$ cat src/rtl/fg_bbox.sv
// fg_bbox: per-frame foreground bounding box and pixel count over a classified pixel stream.
// Optional run-length noise filter is enabled by defining FG_BBOX_RUN_FILTER_EN.
module fg_bbox #(
  parameter int H_ACT   = 1280,
  parameter int V_ACT   = 720,
  parameter int X_W     = 11,
  parameter int Y_W     = 10,
  parameter int CNT_W   = 21,
  parameter int MIN_PIX = 64,
  parameter int RUN_LEN = 4
) (
  input  logic             sys_clk,
  input  logic             sys_rst_n,
  input  logic             i_vs,
  input  logic             i_valid,
  input  logic             i_wb,
  output logic             o_box_valid,
  output logic             o_found,
  output logic [X_W-1:0]   o_x_min,
  output logic [X_W-1:0]   o_x_max,
  output logic [Y_W-1:0]   o_y_min,
  output logic [Y_W-1:0]   o_y_max,
  output logic [CNT_W-1:0] o_pix_cnt,
  output logic             o_frame_err
);

  // Stream: i_valid qualifies i_wb in the same cycle; there is no ready, every qualified pixel is consumed.
  localparam int INC_W = $clog2(RUN_LEN + 1);

  typedef enum logic [1:0] {S_WAIT, S_ACTIVE, S_FLUSH} state_t;

  state_t           state_q, state_d;
  logic [X_W-1:0]   x_q, x_d, cur_x, x_lo;
  logic [Y_W-1:0]   y_q, y_d, cur_y;
  logic             in_frame, pix, frame_end, abort;
  logic             cnt_en;
  logic [INC_W-1:0] inc_d;

  // i_vs always restarts the coordinate walk, so this cycle's pixel is (0,0).
  always_comb begin
    cur_x     = i_vs ? '0 : x_q;
    cur_y     = i_vs ? '0 : y_q;
    in_frame  = i_vs || (state_q == S_ACTIVE);
    pix       = in_frame && i_valid;
    abort     = i_vs && (state_q == S_ACTIVE);
    frame_end = pix && (cur_x == X_W'(H_ACT - 1)) && (cur_y == Y_W'(V_ACT - 1));
    x_d       = cur_x;
    y_d       = cur_y;
    if (pix) begin
      if (cur_x == X_W'(H_ACT - 1)) begin
        x_d = '0;
        y_d = (cur_y == Y_W'(V_ACT - 1)) ? '0 : cur_y + 1'b1;
      end else begin
        x_d = cur_x + 1'b1;
      end
    end
    state_d = state_q;
    if (frame_end)                state_d = S_FLUSH;
    else if (in_frame)            state_d = S_ACTIVE;
    else if (state_q == S_FLUSH)  state_d = S_WAIT;
  end

`ifdef FG_BBOX_RUN_FILTER_EN
  logic [INC_W-1:0] run_q, run_prev, run_d;

  // A run only counts once it reaches RUN_LEN; its first qualifying pixel back-fills the run.
  always_comb begin
    run_prev = (cur_x == '0) ? '0 : run_q;
    run_d    = run_q;
    cnt_en   = 1'b0;
    inc_d    = INC_W'(1);
    x_lo     = cur_x;
    if (pix) begin
      if (!i_wb) begin
        run_d  = (run_prev == INC_W'(RUN_LEN)) ? run_prev : run_prev + 1'b1;
        cnt_en = (run_d == INC_W'(RUN_LEN));
        if (run_prev == INC_W'(RUN_LEN - 1)) begin
          inc_d = INC_W'(RUN_LEN);
          x_lo  = cur_x - X_W'(RUN_LEN - 1);
        end
      end else begin
        run_d = '0;
      end
    end
  end

  always_ff @(posedge sys_clk or negedge sys_rst_n) begin
    if (!sys_rst_n) run_q <= '0;
    else            run_q <= run_d;
  end
`else
  always_comb begin
    cnt_en = pix && !i_wb;
    inc_d  = INC_W'(1);
    x_lo   = cur_x;
  end
`endif

  logic             p_clr, p_cnt, latch_pend;
  logic [INC_W-1:0] p_inc;
  logic [X_W-1:0]   p_xlo, p_x;
  logic [Y_W-1:0]   p_y;

  always_ff @(posedge sys_clk or negedge sys_rst_n) begin
    if (!sys_rst_n) begin
      state_q     <= S_WAIT;
      x_q         <= '0;
      y_q         <= '0;
      p_clr       <= 1'b0;
      p_cnt       <= 1'b0;
      p_inc       <= '0;
      p_xlo       <= '0;
      p_x         <= '0;
      p_y         <= '0;
      latch_pend  <= 1'b0;
      o_frame_err <= 1'b0;
    end else begin
      state_q     <= state_d;
      x_q         <= x_d;
      y_q         <= y_d;
      p_clr       <= i_vs;
      p_cnt       <= cnt_en;
      p_inc       <= inc_d;
      p_xlo       <= x_lo;
      p_x         <= cur_x;
      p_y         <= cur_y;
      latch_pend  <= (state_q == S_FLUSH);
      o_frame_err <= abort;
    end
  end

  logic [X_W-1:0]   acc_xmin, acc_xmax, b_xmin, b_xmax, n_xmin, n_xmax;
  logic [Y_W-1:0]   acc_ymin, acc_ymax, b_ymin, b_ymax, n_ymin, n_ymax;
  logic [CNT_W-1:0] acc_cnt, b_cnt, n_cnt;
  logic [CNT_W:0]   sum;

  // A frame start seeds the accumulators before the pipelined pixel is folded in.
  always_comb begin
    b_xmin = p_clr ? X_W'(H_ACT - 1) : acc_xmin;
    b_xmax = p_clr ? '0 : acc_xmax;
    b_ymin = p_clr ? Y_W'(V_ACT - 1) : acc_ymin;
    b_ymax = p_clr ? '0 : acc_ymax;
    b_cnt  = p_clr ? '0 : acc_cnt;
    n_xmin = b_xmin;
    n_xmax = b_xmax;
    n_ymin = b_ymin;
    n_ymax = b_ymax;
    n_cnt  = b_cnt;
    sum    = {1'b0, b_cnt} + (CNT_W + 1)'(p_inc);
    if (p_cnt) begin
      if (p_xlo < b_xmin) n_xmin = p_xlo;
      if (p_x > b_xmax)   n_xmax = p_x;
      if (p_y < b_ymin)   n_ymin = p_y;
      if (p_y > b_ymax)   n_ymax = p_y;
      n_cnt = sum[CNT_W] ? '1 : sum[CNT_W-1:0];
    end
  end

  always_ff @(posedge sys_clk or negedge sys_rst_n) begin
    if (!sys_rst_n) begin
      acc_xmin <= X_W'(H_ACT - 1);
      acc_xmax <= '0;
      acc_ymin <= Y_W'(V_ACT - 1);
      acc_ymax <= '0;
      acc_cnt  <= '0;
    end else begin
      acc_xmin <= n_xmin;
      acc_xmax <= n_xmax;
      acc_ymin <= n_ymin;
      acc_ymax <= n_ymax;
      acc_cnt  <= n_cnt;
    end
  end

  always_ff @(posedge sys_clk or negedge sys_rst_n) begin
    if (!sys_rst_n) begin
      o_box_valid <= 1'b0;
      o_found     <= 1'b0;
      o_x_min     <= '0;
      o_x_max     <= '0;
      o_y_min     <= '0;
      o_y_max     <= '0;
      o_pix_cnt   <= '0;
    end else begin
      o_box_valid <= latch_pend;
      if (latch_pend) begin
        o_found   <= (acc_cnt >= CNT_W'(MIN_PIX));
        o_x_min   <= acc_xmin;
        o_x_max   <= acc_xmax;
        o_y_min   <= acc_ymin;
        o_y_max   <= acc_ymax;
        o_pix_cnt <= acc_cnt;
      end
    end
  end

endmodule

$ cat config.mk
export PLATFORM = sky130hd
export DESIGN_NAME = fg_bbox
export DESIGN_NICKNAME = d
export VERILOG_FILES = /design/src/rtl/fg_bbox.sv
export SDC_FILE = /design/constraint.sdc
export NUM_CORES = 1
export LEC_CHECK = 0
export CAP_MARGIN = 20
export CELL_PAD_IN_SITES_DETAIL_PLACEMENT = 2
export CELL_PAD_IN_SITES_GLOBAL_PLACEMENT = 2
export CORE_UTILIZATION = 35
export CTS_BUF_LIST = sky130_fd_sc_hd__clkbuf_16
export DETAILED_ROUTE_END_ITERATION = 6
export GPL_TIMING_DRIVEN = 0
export HOLD_SLACK_MARGIN = 0.03
export PLACE_DENSITY = 0.72
export SLEW_MARGIN = 15
export SYNTH_ARGS = -nofsm -noshare
export SYNTH_HDL_FRONTEND = slang
export SYNTH_SLANG_ARGS = --single-unit
$ cat constraint.sdc
create_clock -name sys_clk -period 2.5 [get_ports sys_clk]
set_input_delay 0.5 -clock sys_clk [delete_from_list [all_inputs] [get_ports sys_clk]]
set_output_delay 0.5 -clock sys_clk [all_outputs]
set_load 0.05 [all_outputs]
==> flow_summary_export.csv <==
group,metric,value,unit
run_status,status,"complete, but fails checks",
run_status,failed_checks,"negative setup slack",
routing,dr.pass1.iters,4,
timing,drv_slew,0,
critical_path,critPathRequiredTime,2.83,ns
timing,worst_slew_pin_slew,0.875,ns
grt,antenna_found_initial,0,
routing,route.detailed.drc,0,
timing,setup_viol,32,
synthesis,ys_seq_elements,177,
critical_path,arrival,3.25,ns
clock_tree,cts_sinks,177,
synthesis,syn_area,0.00823,mm2
floorplanning,initial_utilization,0.360,
power_and_ir_drop,p_sw,1.54,mW
critical_path,startpoint_type,"flip-flop",
clock_tree,path_clk_slew,0.07,ns
finish,area_growth,35.9,%
power_and_ir_drop,p_per_area,577,mW/mm2
timing,timing.final.hold_violations,0,
grt,grt_pass1_vias,6883,
grt,track_usage,0.218,
placement,port_buffers,70,
timing,post-route-period-util,1.17,
power_and_ir_drop,ir_drop,0.000503,V
power_and_ir_drop,internal_power,4.91,mW
clock_tree,worstSkewPairLatency,0.44,ns
min_path,hold_class,"in2async",
job,maxCapViolCount,0,
critical_path,worst_path_max_delay_cell,"dfrtp_2",
finish,multi_input_area,0.00423,mm2
timing,setup_ws,-0.425,ns
routing,via_per_inst,5.22,
timing,rsz0062_at_grt,"true",
finish,final_nets,883,
synthesis,async_reset_ff_frac,1.00,
timing,max_freq,342,MHz
critical_path,worstReg2RegStart,"p_clr$_DFF_PN0_",
floorplanning,core,0.0228,mm2
routing,vias,6054,
timing,whs,0.0358,ns
synthesis,syn_nets,756,
synthesis,synth_edf_count,0,
placement,dp_cells,1091,
grt,grt-ovfl-total,0,
floorplanning,io_pins,71,
synthesis,yosysSeqAreaShare,0.541,
clock_tree,cts_hold_buffers,0,
critical_path,cpPeakStageDelay,0.47,ns
finish,nFillCells,2250,
clock_tree,clock_path_buffers,2,
critical_path,crit_type,"reg2reg",
power_and_ir_drop,combPwrFrac,0.075,
floorplanning,die_w,155,um
critical_path,worstRegToRegCells,11,
power_and_ir_drop,clkPwrFrac,0.462,
finish,final_util,0.489,
placement,dp_hpwl,16400,um
finish,final_layout_size_suffix_gt1_frac,0.314,
routing,drtIter0Drc,322,
floorplanning,fp.dieH,155,um
clock_tree,cts_root_buf,"clkbuf_16",
power_and_ir_drop,swShare,0.239,
clock_tree,h-tree-depth,4,
routing,antenna_left,0,
synthesis,yosys_warnings,0,
critical_path,endpoint_kind,"flip-flop",
finish,seq_area,0.00445,mm2
timing,relSlewSlack,0.417,
synthesis,syn_inst,707,
routing,drt-wirelength-per-cell,23.8,um
timing,period_minus_slack,2.93,ns
clock_tree,cts_buffers,17,
synthesis,synthFlopType,"dfrtp_1",
power_and_ir_drop,seqPwrFrac,0.463,
synthesis,ys_types,56,
critical_path,path_cells,"buf_8 -> clkbuf_16 -> nand2b_4 -> ha_4 -> nand4_1 -> a211oi_2 -> o41ai_2 -> a41oi_1 -> buf_4 -> buf_12 -> mux2i_1",
grt,grt_max_degree,93,
finish,layoutNonFillerInstCount,1160,
power_and_ir_drop,power.total,6.45,mW
floorplanning,die-area,0.0241,mm2
floorplanning,num_rows,55,
critical_path,cp-startpoint,"p_clr$_DFF_PN0_",
synthesis,syn_area_per_cell,11.6,um2
timing,clock_skew,0.0120,ns
placement,gp_congestion,0.872,
finish,antennaDiodeCount,0,
grt,grt_pass1_wl,39600,um
routing,finalWirelength,27600,um
power_and_ir_drop,p_leak,5.01,nW
clock_tree,tritoncts,"yes",
critical_path,crit_fanout,7,
cell type report:
| type | instances | share of cell area |
|---|---|---|
| multi-input cells | 474 | 0.378 |
| well taps | 313 | 0.0350 |
| plain buffers | 27 | 0.0238 |
| clock buffers | 17 | 0.0380 |
| flip-flops and latches | 177 | 0.398 |
| clock inverters | 15 | 0.0194 |
| inverters | 29 | 0.00973 |
| repair buffers | 108 | 0.0980 |
stage by stage:
stage | setup TNS (ns) | instance area [um2] | setup slack [ns]
6_report | -6.20 | 11200 | -0.425
4_1_cts | -0.588 | 10700 | -0.0720
3_5_place_dp | -50.93 | 9380 | -1.23
2_1_floorplan | 0 | 8250 | 0.00888
3_3_place_gp | -1140.56 | 9340 | -6.43
5_1_grt | -8.81 | 11200 | -0.447
cells by family after synthesis:
logic type,count (synthesis),synth area share
simple gates,227,0.147
flops,177,0.541
mux,102,0.134
compound gates,78,0.0603
buf+inv,56,0.0275
fa+ha+maj,44,0.0669
xor+xnor,22,0.0234
other cells,1,0.000456
power groups by stage:
stage               Sequential, mW  Combinational [mW]  Clock [mW]
floorplan                     3.08               0.133           0
global placement              3.03               0.338           0
detailed placement            3.03               0.357           0
CTS                           2.98               0.427        3.01
global route                  2.99               0.514        3.12
finish                        2.99               0.483        2.98
cells in the mapped netlist, drive strengths merged (3+ instances only):
library cell	number	area [um2]
xor2	11	96.3
ha	44	551
nand3b	3	22.5
a21o	6	45.0
nor2	49	191
nor4	7	50.1
nand2b	33	206
dfstp	16	420
clkbuf	16	61.3
nor3	12	65.1
a211oi	4	30.0
buf	11	56.3
nor2b	28	175
nand4	8	50.1
nand2	43	161
inv	29	109
o21ai	25	125
a21oi	19	95.1
mux2i	34	340
o22a	8	70.1
nand3	19	95.1
dfrtp	161	4030
and3	9	56.3
mux2	68	766
xnor2	11	96.3
flip-flops by register name, summed over array words and instances, names as in the netlist, 11 cells and up:
signal	count
o_pix_cnt	21
acc_xmin	11
x_q	11
p_x	11
acc_xmax	11
o_x_min	11
acc_cnt	21
o_x_max	11
repair_timing:
action / in CTS / in global routing
pin swaps: 25 / 28
buffers inserted: 20 / 14
endpoints found under the setup margin: 77 / 49
gates resized for setup: 90 / 80
cloned: 2 / 1
cell usage in the layout (no fill, tap or decap), types with 11 or more instances in the layout:
master | synthesis | final
a21oi_1 | 19 | 12
buf_4 | 1 | 26
clkbuf_16 | 0 | 20
clkdlybuf4s50_1 | 0 | 68
dfrtp_1 | 161 | 160
dfstp_2 | 16 | 16
ha_1 | 44 | 24
ha_4 | 0 | 19
inv_1 | 29 | 30
mux2_2 | 67 | 66
mux2i_1 | 34 | 28
nand2_1 | 43 | 42
nand2b_1 | 33 | 13
nand2b_4 | 0 | 20
nand3_1 | 19 | 19
nor2_1 | 48 | 34
nor2b_1 | 28 | 24
o21ai_0 | 25 | 20
xnor2_1 | 11 | 11
xor2_1 | 11 | 11
path summary, 6_finish.rpt:
check | to | slack, ns
min in group sys_clk | p_clr$_DFF_PN0_ | 0.31
max reg2reg | acc_xmax[7]$_DFF_PN0_ | -0.43
min | o_pix_cnt[16]$_DFFE_PN0P_ | 0.04
max | acc_xmax[7]$_DFF_PN0_ | -0.43
max in group asynchronous | p_clr$_DFF_PN0_ | 1.54
min reg2reg | o_box_valid$_DFF_PN0_ | 0.45
layer usage:
| layer | GRT usage | part of all wire |
|---|---|---|
| met1 | 0.262 | 0.42 |
| met2 | 0.401 | 0.54 |
| met3 | 0.0301 | 0.025 |
| met4 | 0.0658 | 0.024 |
| met5 | 0 | 0 |
worst max-delay path: cells and delay by family, from the launching register on:
| family | cells | cell delay, ns |
|---|---|---|
| AOI/OAI and AO/OA | 3 | 0.74 |
| buffers and inverters | 4 | 0.66 |
| DFF | 1 | 0.47 |
| and+or+nand+nor | 2 | 0.37 |
| muxes | 1 | 0.29 |
| adders and majority gates | 1 | 0.28 |
(Power assumes the default switching activity.)
